$ cat src/rtl/fft_pkg.sv
// rtl/fft_pkg.sv - shared FFT controller defaults and FSM state encoding
package fft_pkg;

    // Default geometry: 256-point FFT, 8-bit indices, 3-cycle butterfly pipe
    localparam int FFT_LOG2N    = 8;
    localparam int FFT_ADDRSIZE = 8;
    localparam int FFT_PIPE_LAT = 3;

    typedef enum logic [1:0] {
        ST_IDLE  = 2'd0,
        ST_RUN   = 2'd1,
        ST_DRAIN = 2'd2,
        ST_DONE  = 2'd3
    } fft_state_t;

endpackage

$ cat src/rtl/fft_idx_gen.sv
// rtl/fft_idx_gen.sv - radix-2 butterfly data/twiddle index generator
//
// Purely combinational.
//   j        : butterfly counter within the stage (0..N/2-1)
//   s        : stage number (0..LOG2N-1)
//   addr_a   : upper butterfly data index
//   addr_b   : lower butterfly data index (addr_a + 2^s)
//   rom_addr : twiddle index k (0..N/2-1)
module fft_idx_gen
    import fft_pkg::*;
#(
    parameter int LOG2N    = FFT_LOG2N,
    parameter int ADDRSIZE = FFT_ADDRSIZE
) (
    input  logic [ADDRSIZE-1:0] j,
    input  logic [2:0]          s,
    output logic [ADDRSIZE-1:0] addr_a,
    output logic [ADDRSIZE-1:0] addr_b,
    output logic [ADDRSIZE-1:0] rom_addr
);

    localparam logic [ADDRSIZE-1:0] ONE   = ADDRSIZE'(1);
    localparam logic [3:0]          S_TOP = 4'(LOG2N - 1);

    // Shift amounts are widened to 4 bits so that s+1 does not wrap at s=7
    logic [3:0]          s_w;
    logic [ADDRSIZE-1:0] half;
    logic [ADDRSIZE-1:0] pos;

    assign s_w = {1'b0, s};

    always_comb begin
        half     = ONE << s_w;
        pos      = j & (half - ONE);
        // Insert a zero at bit s: group index moves up one place, pos stays
        addr_a   = ((j >> s_w) << (s_w + 4'd1)) | pos;
        addr_b   = addr_a + half;
        rom_addr = pos << (S_TOP - s_w);
    end

endmodule

$ cat src/rtl/fft_ctrl.sv
// rtl/fft_ctrl.sv - in-place radix-2 FFT address sequencer and stage FSM
//
// Ports:
//   clk, rst_n        : clock, asynchronous active-low reset
//   start             : run one full FFT (honoured only in IDLE)
//   stall             : datapath cannot take a butterfly this cycle
//   busy              : FSM in RUN or DRAIN
//   done              : one-cycle completion pulse
//   stage             : current stage s
//   bfly_valid        : addr_a/addr_b/rom_addr valid this cycle
//   addr_a, addr_b    : butterfly data indices
//   rom_cs, rom_addr  : twiddle ROM select and index
//   tw_valid          : bfly_valid delayed to line up with ROM data
module fft_ctrl
    import fft_pkg::*;
#(
    parameter int LOG2N    = FFT_LOG2N,
    parameter int ADDRSIZE = FFT_ADDRSIZE,
    parameter int PIPE_LAT = FFT_PIPE_LAT
) (
    input  logic                clk,
    input  logic                rst_n,
    input  logic                start,
    input  logic                stall,
    output logic                busy,
    output logic                done,
    output logic [2:0]          stage,
    output logic                bfly_valid,
    output logic [ADDRSIZE-1:0] addr_a,
    output logic [ADDRSIZE-1:0] addr_b,
    output logic                rom_cs,
    output logic [ADDRSIZE-1:0] rom_addr,
    output logic                tw_valid
);

    localparam int                  DW         = (PIPE_LAT > 2) ? $clog2(PIPE_LAT) : 1;
    localparam logic [DW-1:0]       DRAIN_LAST = DW'(PIPE_LAT - 1);
    localparam logic [DW-1:0]       DONE1      = DW'(1);
    localparam logic [ADDRSIZE-1:0] J_LAST     = ADDRSIZE'((1 << (LOG2N - 1)) - 1);
    localparam logic [ADDRSIZE-1:0] J_ONE      = ADDRSIZE'(1);
    localparam logic [2:0]          STAGE_LAST = 3'(LOG2N - 1);

    fft_state_t          state;
    fft_state_t          state_nxt;
    logic [ADDRSIZE-1:0] j;
    logic [2:0]          stage_q;
    logic [DW-1:0]       dcnt;
    logic                valid;
    logic                drain_end;
    logic                last_stage;

    logic [ADDRSIZE-1:0] gen_a;
    logic [ADDRSIZE-1:0] gen_b;
    logic [ADDRSIZE-1:0] gen_r;
    logic [ADDRSIZE-1:0] hold_a;
    logic [ADDRSIZE-1:0] hold_b;
    logic [ADDRSIZE-1:0] hold_r;

    fft_idx_gen #(
        .LOG2N    (LOG2N),
        .ADDRSIZE (ADDRSIZE)
    ) u_idx_gen (
        .j        (j),
        .s        (stage_q),
        .addr_a   (gen_a),
        .addr_b   (gen_b),
        .rom_addr (gen_r)
    );

    assign drain_end  = (state == ST_DRAIN) && (dcnt == DRAIN_LAST);
    assign last_stage = (stage_q == STAGE_LAST);

    always_comb begin
        state_nxt = state;
        valid     = 1'b0;
        case (state)
            ST_IDLE: begin
                if (start) begin
                    state_nxt = ST_RUN;
                end
            end
            ST_RUN: begin
                if (!stall) begin
                    valid = 1'b1;
                    if (j == J_LAST) begin
                        state_nxt = ST_DRAIN;
                    end
                end
            end
            ST_DRAIN: begin
                // Drain length ignores stall: it only covers pipe latency
                if (drain_end) begin
                    state_nxt = last_stage ? ST_DONE : ST_RUN;
                end
            end
            ST_DONE: begin
                state_nxt = ST_IDLE;
            end
            default: begin
                state_nxt = ST_IDLE;
            end
        endcase
    end

    always_ff @(posedge clk or negedge rst_n) begin
        if (!rst_n) begin
            state    <= ST_IDLE;
            j        <= '0;
            stage_q  <= '0;
            dcnt     <= '0;
            tw_valid <= 1'b0;
            hold_a   <= '0;
            hold_b   <= '0;
            hold_r   <= '0;
        end else begin
            state    <= state_nxt;
            tw_valid <= valid;

            if (valid) begin
                j      <= (j == J_LAST) ? '0 : j + J_ONE;
                hold_a <= gen_a;
                hold_b <= gen_b;
                hold_r <= gen_r;
            end

            if (state == ST_DRAIN) begin
                dcnt <= drain_end ? '0 : dcnt + DONE1;
            end else begin
                dcnt <= '0;
            end

            if (drain_end && !last_stage) begin
                stage_q <= stage_q + 3'd1;
            end else if (state == ST_DONE) begin
                stage_q <= '0;
            end
        end
    end

    // Addresses track the generator on valid cycles and freeze otherwise
    assign addr_a     = valid ? gen_a : hold_a;
    assign addr_b     = valid ? gen_b : hold_b;
    assign rom_addr   = valid ? gen_r : hold_r;
    assign bfly_valid = valid;
    assign rom_cs     = valid;
    assign busy       = (state == ST_RUN) || (state == ST_DRAIN);
    assign done       = (state == ST_DONE);
    assign stage      = stage_q;

endmodule
$ cat config.mk
export PLATFORM = sky130hd
export DESIGN_NAME = fft_ctrl
export DESIGN_NICKNAME = d
export VERILOG_FILES = /design/src/rtl/fft_pkg.sv /design/src/rtl/fft_idx_gen.sv /design/src/rtl/fft_ctrl.sv
export SDC_FILE = /design/constraint.sdc
export NUM_CORES = 1
export LEC_CHECK = 0
export ABC_AREA = 0
export CAP_MARGIN = 30
export CORE_MARGIN = 3
export CORE_UTILIZATION = 40
export CTS_CLUSTER_SIZE = 14
export DETAILED_ROUTE_END_ITERATION = 12
export SLEW_MARGIN = 20
export SYNTH_ARGS = -nofsm -noshare
export SYNTH_HDL_FRONTEND = slang
export SYNTH_SLANG_ARGS = --single-unit
$ cat constraint.sdc
create_clock -name clk -period 12.65 [get_ports clk]
set_input_delay 2.53 -clock clk [delete_from_list [all_inputs] [get_ports clk]]
set_output_delay 2.53 -clock clk [all_outputs]
set_load 0.005 [all_outputs]
==> reports/qor.txt, run 1 <==
Final Hold Fails -> 0
Slew Viols, Final -> 0
Area growth syn-to-layout -> 17.5%
Sw Ratio -> 0.407
Top FF cell, synth -> dfrtp_1
Worst min path class -> reg -> reg
Post-route DRC -> 0
Clk pwr share -> 0.145
Pwr Density -> 184 nW/µm²
Die area -> 8300 µm²
Wire length per cell -> 15.2 µm
Routed wire length -> 6950 µm
Routed vias/inst -> 5.47
Global-route usage over all layers -> 0.182
First-pass GRT wire length -> 12200 µm
Yosys warnings -> 0
Post-synth top cells -> 54 x nand2_1, 40 x dfrtp_1, 29 x o21ai_0
Capture point of the worst reg-to-reg path -> hold_b[7]
CTS tree -> built
Drt pass-1 iters -> 4
Cell count of the worst hold path -> 1
Initial antenna violation count -> 0
Synth Cell Area -> 2900 µm²
RD Place Congestion -> 0.853
Clock-pin slew on the worst setup and hold paths -> 70 ps
Layout Cells excl Fill -> 456
Most frequent cell after synthesis -> nand2_1
Peak VDD IR -> 93.2 µV
Maxcap violations -> 0
Placed insts -> 445
Final core occ -> 0.493
Post-CTS Setup Repair Bufs -> 0
Post-cts sizing count -> 0
Die Span Y -> 91.1 µm
# setup viols final -> 0
# rows -> 30
Worst EP arrival -> 5090 ps
Crit path max fanout -> 34
Clk buf depth -> 2
Status -> finished clean
Reg power frac -> 0.307
Cell leakage power -> 1.49 nW
Req. time, crit path -> 10120 ps
Fraction of layout cells with a size suffix above 1 -> 0.0750
Multi-input gate area -> 1720 µm²
Relative slew slack -> 0.459
Core area -> 6910 µm²
Clock skew -> 4.61 ps
Worst r2r path cells -> 13
# diodes -> 0
Sequential area share after synthesis -> 0.346
FFs w/ async S/R, synth -> 1.00
Syn nets -> 357
Critical path endpoint category -> primary output
RSZ-0062 raised after global routing -> false
Ports -> 36
Synth top area share -> 0.346
Total power -> 0.626 mW
Clock sink count -> 40
Reg2Reg Setup Slack -> 8930 ps
DR vias -> 2496
Worst skew pair latency -> 300 ps
Critical R2R Launch -> stage[2]
Fin crit period -> 7620 ps
Setup CP Type -> in -> out
Seq cells post-synth -> 40
Final antenna-violating net count -> 0
Area contributors post-synth -> dfrtp_1 35%, ha_1 7.8%, nand2_1 7.0%
H-tree depth -> 2
Gr ovfl total -> 0
Final net count -> 382
Fmax -> 131 MHz
Post-synth EDFFs -> 0
CTS root buf -> clkbuf_8
Switching power -> 0.255 mW
Die Width -> 91.1 µm
FF/Latch Area -> 1000 µm²
Vias in the first global route -> 2429
Largest net degree at the start of global routing -> 41
Hold Startpoint -> dcnt[1]
I/O Buffers -> 35
Final period util -> 0.603
Mapped Cells -> 334
Int Pwr -> 0.371 mW
Filler instances -> 680
CTS Hold Bufs -> 0
Cell taking the most area after synthesis -> dfrtp_1
Logic pwr share -> 0.548
Synth cell types -> 57
CP startpoint kind -> input port
Hold Path Sink -> dcnt[0]
DP HPWL -> 4890 µm
Starting Density -> 0.419
DR iter-0 viols -> 176
Worst-margin pin slew -> 810 ps
Setup TNS -> 0 ps
Cts bufs inserted -> 5
Syn Area/Cell -> 8.67 µm²
[state kept, by name (all words and copies together), names as in the netlist]
register / cells
hold_a: 8
hold_b: 8
hold_r: 8
j: 8
stage: 3
dcnt: 2
state: 2
tw_valid: 1
[power by group through the flow]
stage	Clock (mW)	Combinational (mW)	Sequential (mW)
floorplan	0	0.228	0.182
global placement	0	0.335	0.194
detailed placement	0	0.341	0.194
CTS	0.0945	0.343	0.192
global route	0.101	0.381	0.197
finish	0.0904	0.343	0.192
[area by class of cell]
| type | count | area share |
|---|---|---|
| multi-input cells | 256 | 0.506 |
| clock buffers | 8 | 0.0265 |
| inverters | 15 | 0.0165 |
| flip-flops and latches | 40 | 0.294 |
| well taps | 96 | 0.0353 |
| repair buffers | 41 | 0.122 |
[per-layer routing]
| metal | track usage | share of wire |
|---|---|---|
| met3 | 0.0522 | 0.068 |
| met2 | 0.267 | 0.43 |
| met5 | 0 | 0 |
| met4 | 0.0565 | 0.011 |
| met1 | 0.260 | 0.49 |
[logic make-up after synthesis]
kind of cell,share of synthesized area
fa+ha+maj,0.0847
buf+inv,0.0605
mux,0.0885
simple gates,0.200
flops,0.346
compound gates,0.185
xor+xnor,0.0359
[metrics by stage]
step / cell area, µm² / worst slack (ps) / hold WS [ps]
2_1_floorplan: 2900 / 6480 / 409
3_3_place_gp: 3270 / 5090 / 416
3_5_place_dp: 3270 / 5000 / 428
4_1_cts: 3360 / 5010 / 439
5_1_grt: 3400 / 4800 / 453
6_report: 3400 / 5030 / 435
[worst max-delay path, cell delays in order]
cell             delay [ps]
clkdlybuf4s50_1         410
nand2b_1                140
buf_4                   220
inv_1                   640
o211ai_1                190
a211o_1                 330
nand3_1                 100
clkdlybuf4s50_1         500
[cells in the final DEF (no fill, tap or decap), types with 2 or more instances in the layout]
master           Yosys  final
o21a_1               2      2
o22ai_1              4      4
or3_1                3      3
nor3b_1              3      3
or4_1                2      2
clkbuf_1            13      2
nor4_1               2      2
nor2b_1              4      4
clkinv_1             2      2
nor2_1              19     19
nand2_1             54     54
nor3_1               2      2
o211ai_1             3      3
clkbuf_8             0      6
a31oi_1              4      4
dfrtp_1             40     40
clkdlybuf4s50_1      0     34
nand2b_1             6      6
a21oi_1             14     14
o31ai_1              5      5
a311oi_1             2      2
xnor2_1              6      6
mux2i_1             14     14
buf_4                2      3
o21ai_0             29     29
and2_1               4      4
inv_1               13     13
and3_1               7      7
a21o_1               5      5
mux2_2               5      5
nand4_1              5      5
o22a_1               2      2
or2_2                2      2
xor2_1               4      4
a211oi_1             2      2
nand3_1              5      5
ha_1                18     18
mux4_2               2      2
[how the worst max path moves through the flow]
| stage | start | end | slack (ps) | depth (start not counted) |
|---|---|---|---|---|
| 2_1_floorplan | stall | addr_b[7] | 6480 | 5 |
| 3_3_place_gp | stall | addr_b[7] | 5090 | 8 |
| 3_5_place_dp | stall | addr_b[7] | 5000 | 8 |
| 4_1_cts | stall | addr_b[7] | 5010 | 8 |
| 5_1_grt | stall | addr_b[7] | 4800 | 8 |
| 6_report | stall | addr_b[7] | 5030 | 8 |
(Power assumes the default switching activity.)
==> run 2: changes to the inputs <==
clock period = 7.47 ns   (was 12.65 ns; I/O delays follow)
==> reports/qor.txt, run 2 (synthesized netlist as in run 1, its figures left out) <==
Status -> finished clean (unchanged)
Largest net degree at the start of global routing -> 41 (unchanged)
DR iter-0 viols -> 170 (was 176)
Crit path max fanout -> 18 (was 34)
RD Place Congestion -> 0.897 (was 0.853)
Fmax -> 168 MHz
Fin crit period -> 5950 ps
Core area -> 6910 µm² (unchanged)
Post-CTS Setup Repair Bufs -> 0 (unchanged)
CTS root buf -> clkbuf_8 (unchanged)
First-pass GRT wire length -> 12000 µm (was 12200 µm)
Area growth syn-to-layout -> 17.6% (was 17.5%)
Ports -> 36 (unchanged)
# rows -> 30 (unchanged)
Vias in the first global route -> 2343 (was 2429)
Setup WS pre-CTS -> 1500 ps (was 5000 ps)
Pwr Density -> 310 nW/µm² (was 184 nW/µm²)
Starting Density -> 0.419 (unchanged)
Post-cts sizing count -> 0 (unchanged)
Final Hold Fails -> 0 (unchanged)
Final net count -> 382 (unchanged)
Crit path largest cell delay -> 660 ps (was 640 ps)
Setup CP Type -> reg -> out (was in -> out)
# setup viols final -> 0 (unchanged)
CP startpoint kind -> flop (was input port)
Gr ovfl total -> 0 (unchanged)
Clk buf depth -> 2 (unchanged)
Relative slew slack -> 0.436 (was 0.459)
Die Width -> 91.1 µm (unchanged)
Clock skew -> 6.63 ps (was 4.61 ps)
CTS Hold Bufs -> 0 (unchanged)
Critical path endpoint category -> primary output (unchanged)
# diodes -> 0 (unchanged)
RSZ-0062 raised after global routing -> false (unchanged)
Drt pass-1 iters -> 4 (unchanged)
Cts bufs inserted -> 5 (unchanged)
Slowest CP cell -> dfrtp_1 (was inv_1)
Initial antenna violation count -> 0 (unchanged)
H-tree depth -> 2 (unchanged)
Die Span Y -> 91.1 µm (unchanged)
Wire length per cell -> 15.5 µm (was 15.2 µm)
Commonest non-fill, non-tap cells in the layout -> 54 x nand2_1, 40 x dfrtp_1, 34 x clkdlybuf4s50_1 (unchanged)
Worst-margin pin slew -> 846 ps (was 810 ps)
CTS tree -> built (unchanged)
Reg2Reg Setup Slack -> 3740 ps (was 8930 ps)
Worst Slack Setup Final -> 1520 ps (was 5030 ps)
I/O Buffers -> 35 (unchanged)
Multi-input gate area -> 1720 µm² (unchanged)
Final core occ -> 0.493 (about the same)
Worst min path class -> reg -> reg (unchanged)
DP HPWL -> 4990 µm (was 4890 µm)
Final period util -> 0.796
Leading cell type in the layout, fill and taps excluded -> nand2_1 (unchanged)
Final antenna-violating net count -> 0 (unchanged)
Die area -> 8300 µm² (unchanged)
Global-route usage over all layers -> 0.175 (was 0.182)
Filler instances -> 679 (was 680)
Setup TNS -> 0 ps (unchanged)
Clock-pin slew on the worst setup and hold paths -> 80 ps (was 70 ps)
Post-route DRC -> 0 (unchanged)
DR vias -> 2457 (was 2496)
Maxcap violations -> 0 (unchanged)
Hold Worst Slack -> 432 ps (was 435 ps)
Worst skew pair latency -> 290 ps (was 300 ps)
Routed wire length -> 7080 µm (was 6950 µm)
Cell leakage power -> 1.49 nW (about the same)
Routed vias/inst -> 5.39 (was 5.47)
Clock sink count -> 40 (unchanged)
Slew Viols, Final -> 0 (unchanged)
Peak VDD IR -> 194 µV (was 93.2 µV)
Req. time, crit path -> 5980 ps (was 10120 ps)
FF/Latch Area -> 1000 µm² (unchanged)
Fraction of layout cells with a size suffix above 1 -> 0.0806 (was 0.0750)
CP Cell Sequence -> buf_8 -> inv_1 -> ha_1 -> nor2b_1 -> inv_1 -> a2bb2oi_1 -> o31ai_2 -> ha_1 -> o21ai_0 -> o21a_1 -> or4_1 -> a211o_1 -> nand3_1 -> clkdlybuf4s50_1 (was clkdlybuf4s50_1 -> nand2b_1 -> buf_4 -> inv_1 -> o211ai_1 -> a211o_1 -> nand3_1 -> clkdlybuf4s50_1)
Worst EP arrival -> 4450 ps (was 5090 ps)
==> run 2: changes by cell type in the layout (fill, tap and decap cells not counted) <==
cell      delta
clkinv_2     +2
clkbuf_1     -2
==> run 2: worst paths after layout <==
path,from,end,depth (start not counted)
min in group asynchronous,rst_n,hold_r[4],1
worst max register to register,stage[1],hold_b[7],13
max in group asynchronous,rst_n,hold_a[4],2
worst min register to register,dcnt[1],dcnt[0],1
worst min-delay path,dcnt[1],dcnt[0],1
worst max-delay path,stage[1],addr_b[7],14
==> run 2: area by class of cell <==
| type | instances | area share |
|---|---|---|
| Multi-Input combinational cell | 256 | 0.505 |
| Sequential cell | 40 | 0.294 |
| Timing Repair Buffer | 41 | 0.122 |
| Tap cell | 96 | 0.0353 |
| Clock buffer | 6 | 0.0242 |
| Inverter | 15 | 0.0165 |
| Clock inverter | 2 | 0.00294 |
==> run 2: critical path: cells and delay by family, from the launching register on <==
family | cells | cell delay [ps]
AND/OR/NAND/NOR | 3 | 710
flip-flops | 1 | 660
buffers and inverters | 4 | 960
adder cells (fa/ha/maj) | 2 | 920
AO/OA/AOI/OAI | 5 | 910
==> run 2: metrics by stage <==
stage | power [mW] | cells | instance area, µm²
finish | 1.06 | 456 | 3410
global route | 1.15 | 456 | 3410
CTS | 1.06 | 453 | 3360
detailed placement | 0.907 | 445 | 3270
global placement | 0.903 | 445 | 3270
floorplan | 0.694 | 334 | 2900
==> run 2: where the power goes <==
part           internal (mW)  switching [mW]  total, mW
registers              0.275          0.0512      0.326
clock network         0.0738          0.0773      0.151
logic                  0.279           0.300      0.579
total                  0.627           0.428       1.06
==> run 2: layer usage <==
layer	part of all wire	global-route usage	vias up
met4	0.0041	0.0402	0
met2	0.43	0.260	65
met5	0	0	-
met3	0.049	0.0331	2
li1	-	-	1230
met1	0.51	0.263	1160
==> run 3: changes to the inputs <==
clock period = 4.9 ns   (was 7.47 ns; I/O delays follow)
==> reports/qor.txt, run 3 (synthesized netlist as in run 1, its figures left out) <==
DR iter-0 viols -> 234 (was 170)
Critical path endpoint category -> primary output (unchanged)
Initial antenna violation count -> 0 (unchanged)
Clock sink count -> 40 (unchanged)
Die area -> 8300 µm² (unchanged)
Die Width -> 91.1 µm (unchanged)
Worst EP arrival -> 3640 ps (was 4450 ps)
Starting Density -> 0.419 (unchanged)
Met1 usage -> 0.269 (was 0.263)
Clk buf depth -> 2 (unchanged)
Placement Cell Area -> 3430 µm² (was 3270 µm²)
M3 GR Usage -> 0.0365 (was 0.0331)
Crit path max fanout -> 10 (was 18)
Vias in the first global route -> 2631 (was 2343)
Area growth syn-to-layout -> 33.2% (was 17.6%)
Routed wire length -> 7790 µm (was 7080 µm)
# diodes -> 0 (unchanged)
DP HPWL -> 5440 µm (was 4990 µm)
GR peak layer -> met2 (was met1)
CP startpoint kind -> flop (unchanged)
Commonest non-fill, non-tap cells in the layout -> 54 x nand2_1, 36 x buf_4, 35 x dfrtp_1 (was 54 x nand2_1, 40 x dfrtp_1, 34 x clkdlybuf4s50_1)
Peak VDD IR -> 235 µV (was 194 µV)
# setup viols final -> 0 (unchanged)
Clock skew -> 9.60 ps (was 6.63 ps)
RD Place Congestion -> 0.931 (was 0.897)
Drt pass-1 iters -> 5 (was 4)
Worst-margin pin slew -> 501 ps (was 846 ps)
Final Hold Fails -> 0 (unchanged)
Die Span Y -> 91.1 µm (unchanged)
Routed vias/inst -> 5.49 (was 5.39)
H-tree depth -> 2 (unchanged)
Setup CP Type -> reg -> out (unchanged)
CTS Hold Bufs -> 0 (unchanged)
Relative slew slack -> 0.661 (was 0.436)
Leading cell type in the layout, fill and taps excluded -> nand2_1 (unchanged)
Maxcap violations -> 0 (unchanged)
Setup TNS -> 0 ps (unchanged)
Pwr Density -> 476 nW/µm² (was 310 nW/µm²)
Worst skew pair latency -> 300 ps (was 290 ps)
Fmax -> 217 MHz
Final period util -> 0.942
Core area -> 6910 µm² (unchanged)
Filler instances -> 648 (was 679)
Req. time, crit path -> 3920 ps (was 5980 ps)
Wire length per cell -> 15.9 µm (was 15.5 µm)
Setup WS pre-CTS -> 77.8 ps (was 1500 ps)
CTS root buf -> clkbuf_8 (unchanged)
Post-route DRC -> 0 (unchanged)
Status -> finished clean (unchanged)
Final antenna-violating net count -> 0 (unchanged)
Final net count -> 417 (was 382)
Largest net degree at the start of global routing -> 41 (unchanged)
First-pass GRT wire length -> 13000 µm (was 12000 µm)
GRT met2 Usage -> 0.300 (was 0.260)
Gr ovfl total -> 0 (unchanged)
Cell leakage power -> 1.70 nW (was 1.49 nW)
RSZ-0062 raised after global routing -> false (unchanged)
Fin crit period -> 4620 ps
Ports -> 36 (unchanged)
Slew Viols, Final -> 0 (unchanged)
Fraction of layout cells with a size suffix above 1 -> 0.243 (was 0.0806)
Global-route usage over all layers -> 0.192 (was 0.175)
# rows -> 30 (unchanged)
CTS tree -> built (unchanged)
Cts bufs inserted -> 5 (unchanged)
I/O Buffers -> 35 (unchanged)
Final Instance Area -> 3860 µm² (was 3410 µm²)
Worst Slack Setup Final -> 283 ps (was 1520 ps)
DR vias -> 2698 (was 2457)
Worst min path class -> reg -> reg (unchanged)
Clock-pin slew on the worst setup and hold paths -> 70 ps (was 80 ps)
==> run 3: repair_timing <==
item / 4_1_cts / 5_1_grt
buffers inserted: 7 / 7
pin swaps: 3 / 7
endpoints found under the setup margin: 2 / 2
gates resized for setup: 21 / 25
==> run 3: critical path, stage by stage (launching register included) <==
cell	delay [ps]
dfrtp_2	440
buf_12	150
buf_4	130
buf_4	160
o21ai_1	330
o31ai_4	140
ha_2	200
fa_1	400
a21o_1	190
a21oi_2	170
o21bai_1	90
a21oi_1	170
xor2_1	90
o21ai_1	150
clkdlybuf4s50_1	520
==> run 3: path summary, 6_finish.rpt <==
path                                from   endpoint  slack (ps)  depth (start not counted)
worst max-delay path            stage[2]  addr_b[6]         280                         14
worst min-delay path             dcnt[1]    dcnt[0]         430                          1
worst max register to register  stage[1]  hold_b[7]        1740                         12
worst min register to register   dcnt[1]    dcnt[0]         430                          1
max in group asynchronous          rst_n   stage[2]        3760                          2
min in group asynchronous          rst_n  hold_r[0]         640                          1
==> run 3: layout make-up <==
type / count / area, µm² / area share
flip-flops and latches: 40 / 1010 / 0.261
well taps: 96 / 120 / 0.0311
multi-input cells: 256 / 1880 / 0.488
clock buffers: 6 / 82.6 / 0.0214
repair buffers: 76 / 701 / 0.182
inverters: 15 / 56.3 / 0.0146
clock inverters: 2 / 10.0 / 0.00259
==> run 3: layer usage <==
| layer | share of wire | vias to the layer above |
|---|---|---|
| li1 | - | 1304 |
| met1 | 0.46 | 1271 |
| met2 | 0.45 | 107 |
| met3 | 0.074 | 16 |
| met4 | 0.017 | 0 |
| met5 | 0 | - |
==> run 3: power by group <==
part,leakage [nW],switching [mW],internal [mW]
Sequential,0.519,0.0737,0.420
Combinational,1.13,0.537,0.570
Clock,0.0510,0.122,0.113
Total,1.70,0.733,1.10
==> run 3: through the flow <==
stage          instances  hold slack, ps  power, mW   util
2_1_floorplan        334             409       1.06      -
3_5_place_dp         467             423       1.43  0.497
6_report             491             433       1.84  0.559
5_1_grt              491             448       1.98  0.559
3_3_place_gp         467             417       1.42  0.497
4_1_cts              482             434       1.73  0.533
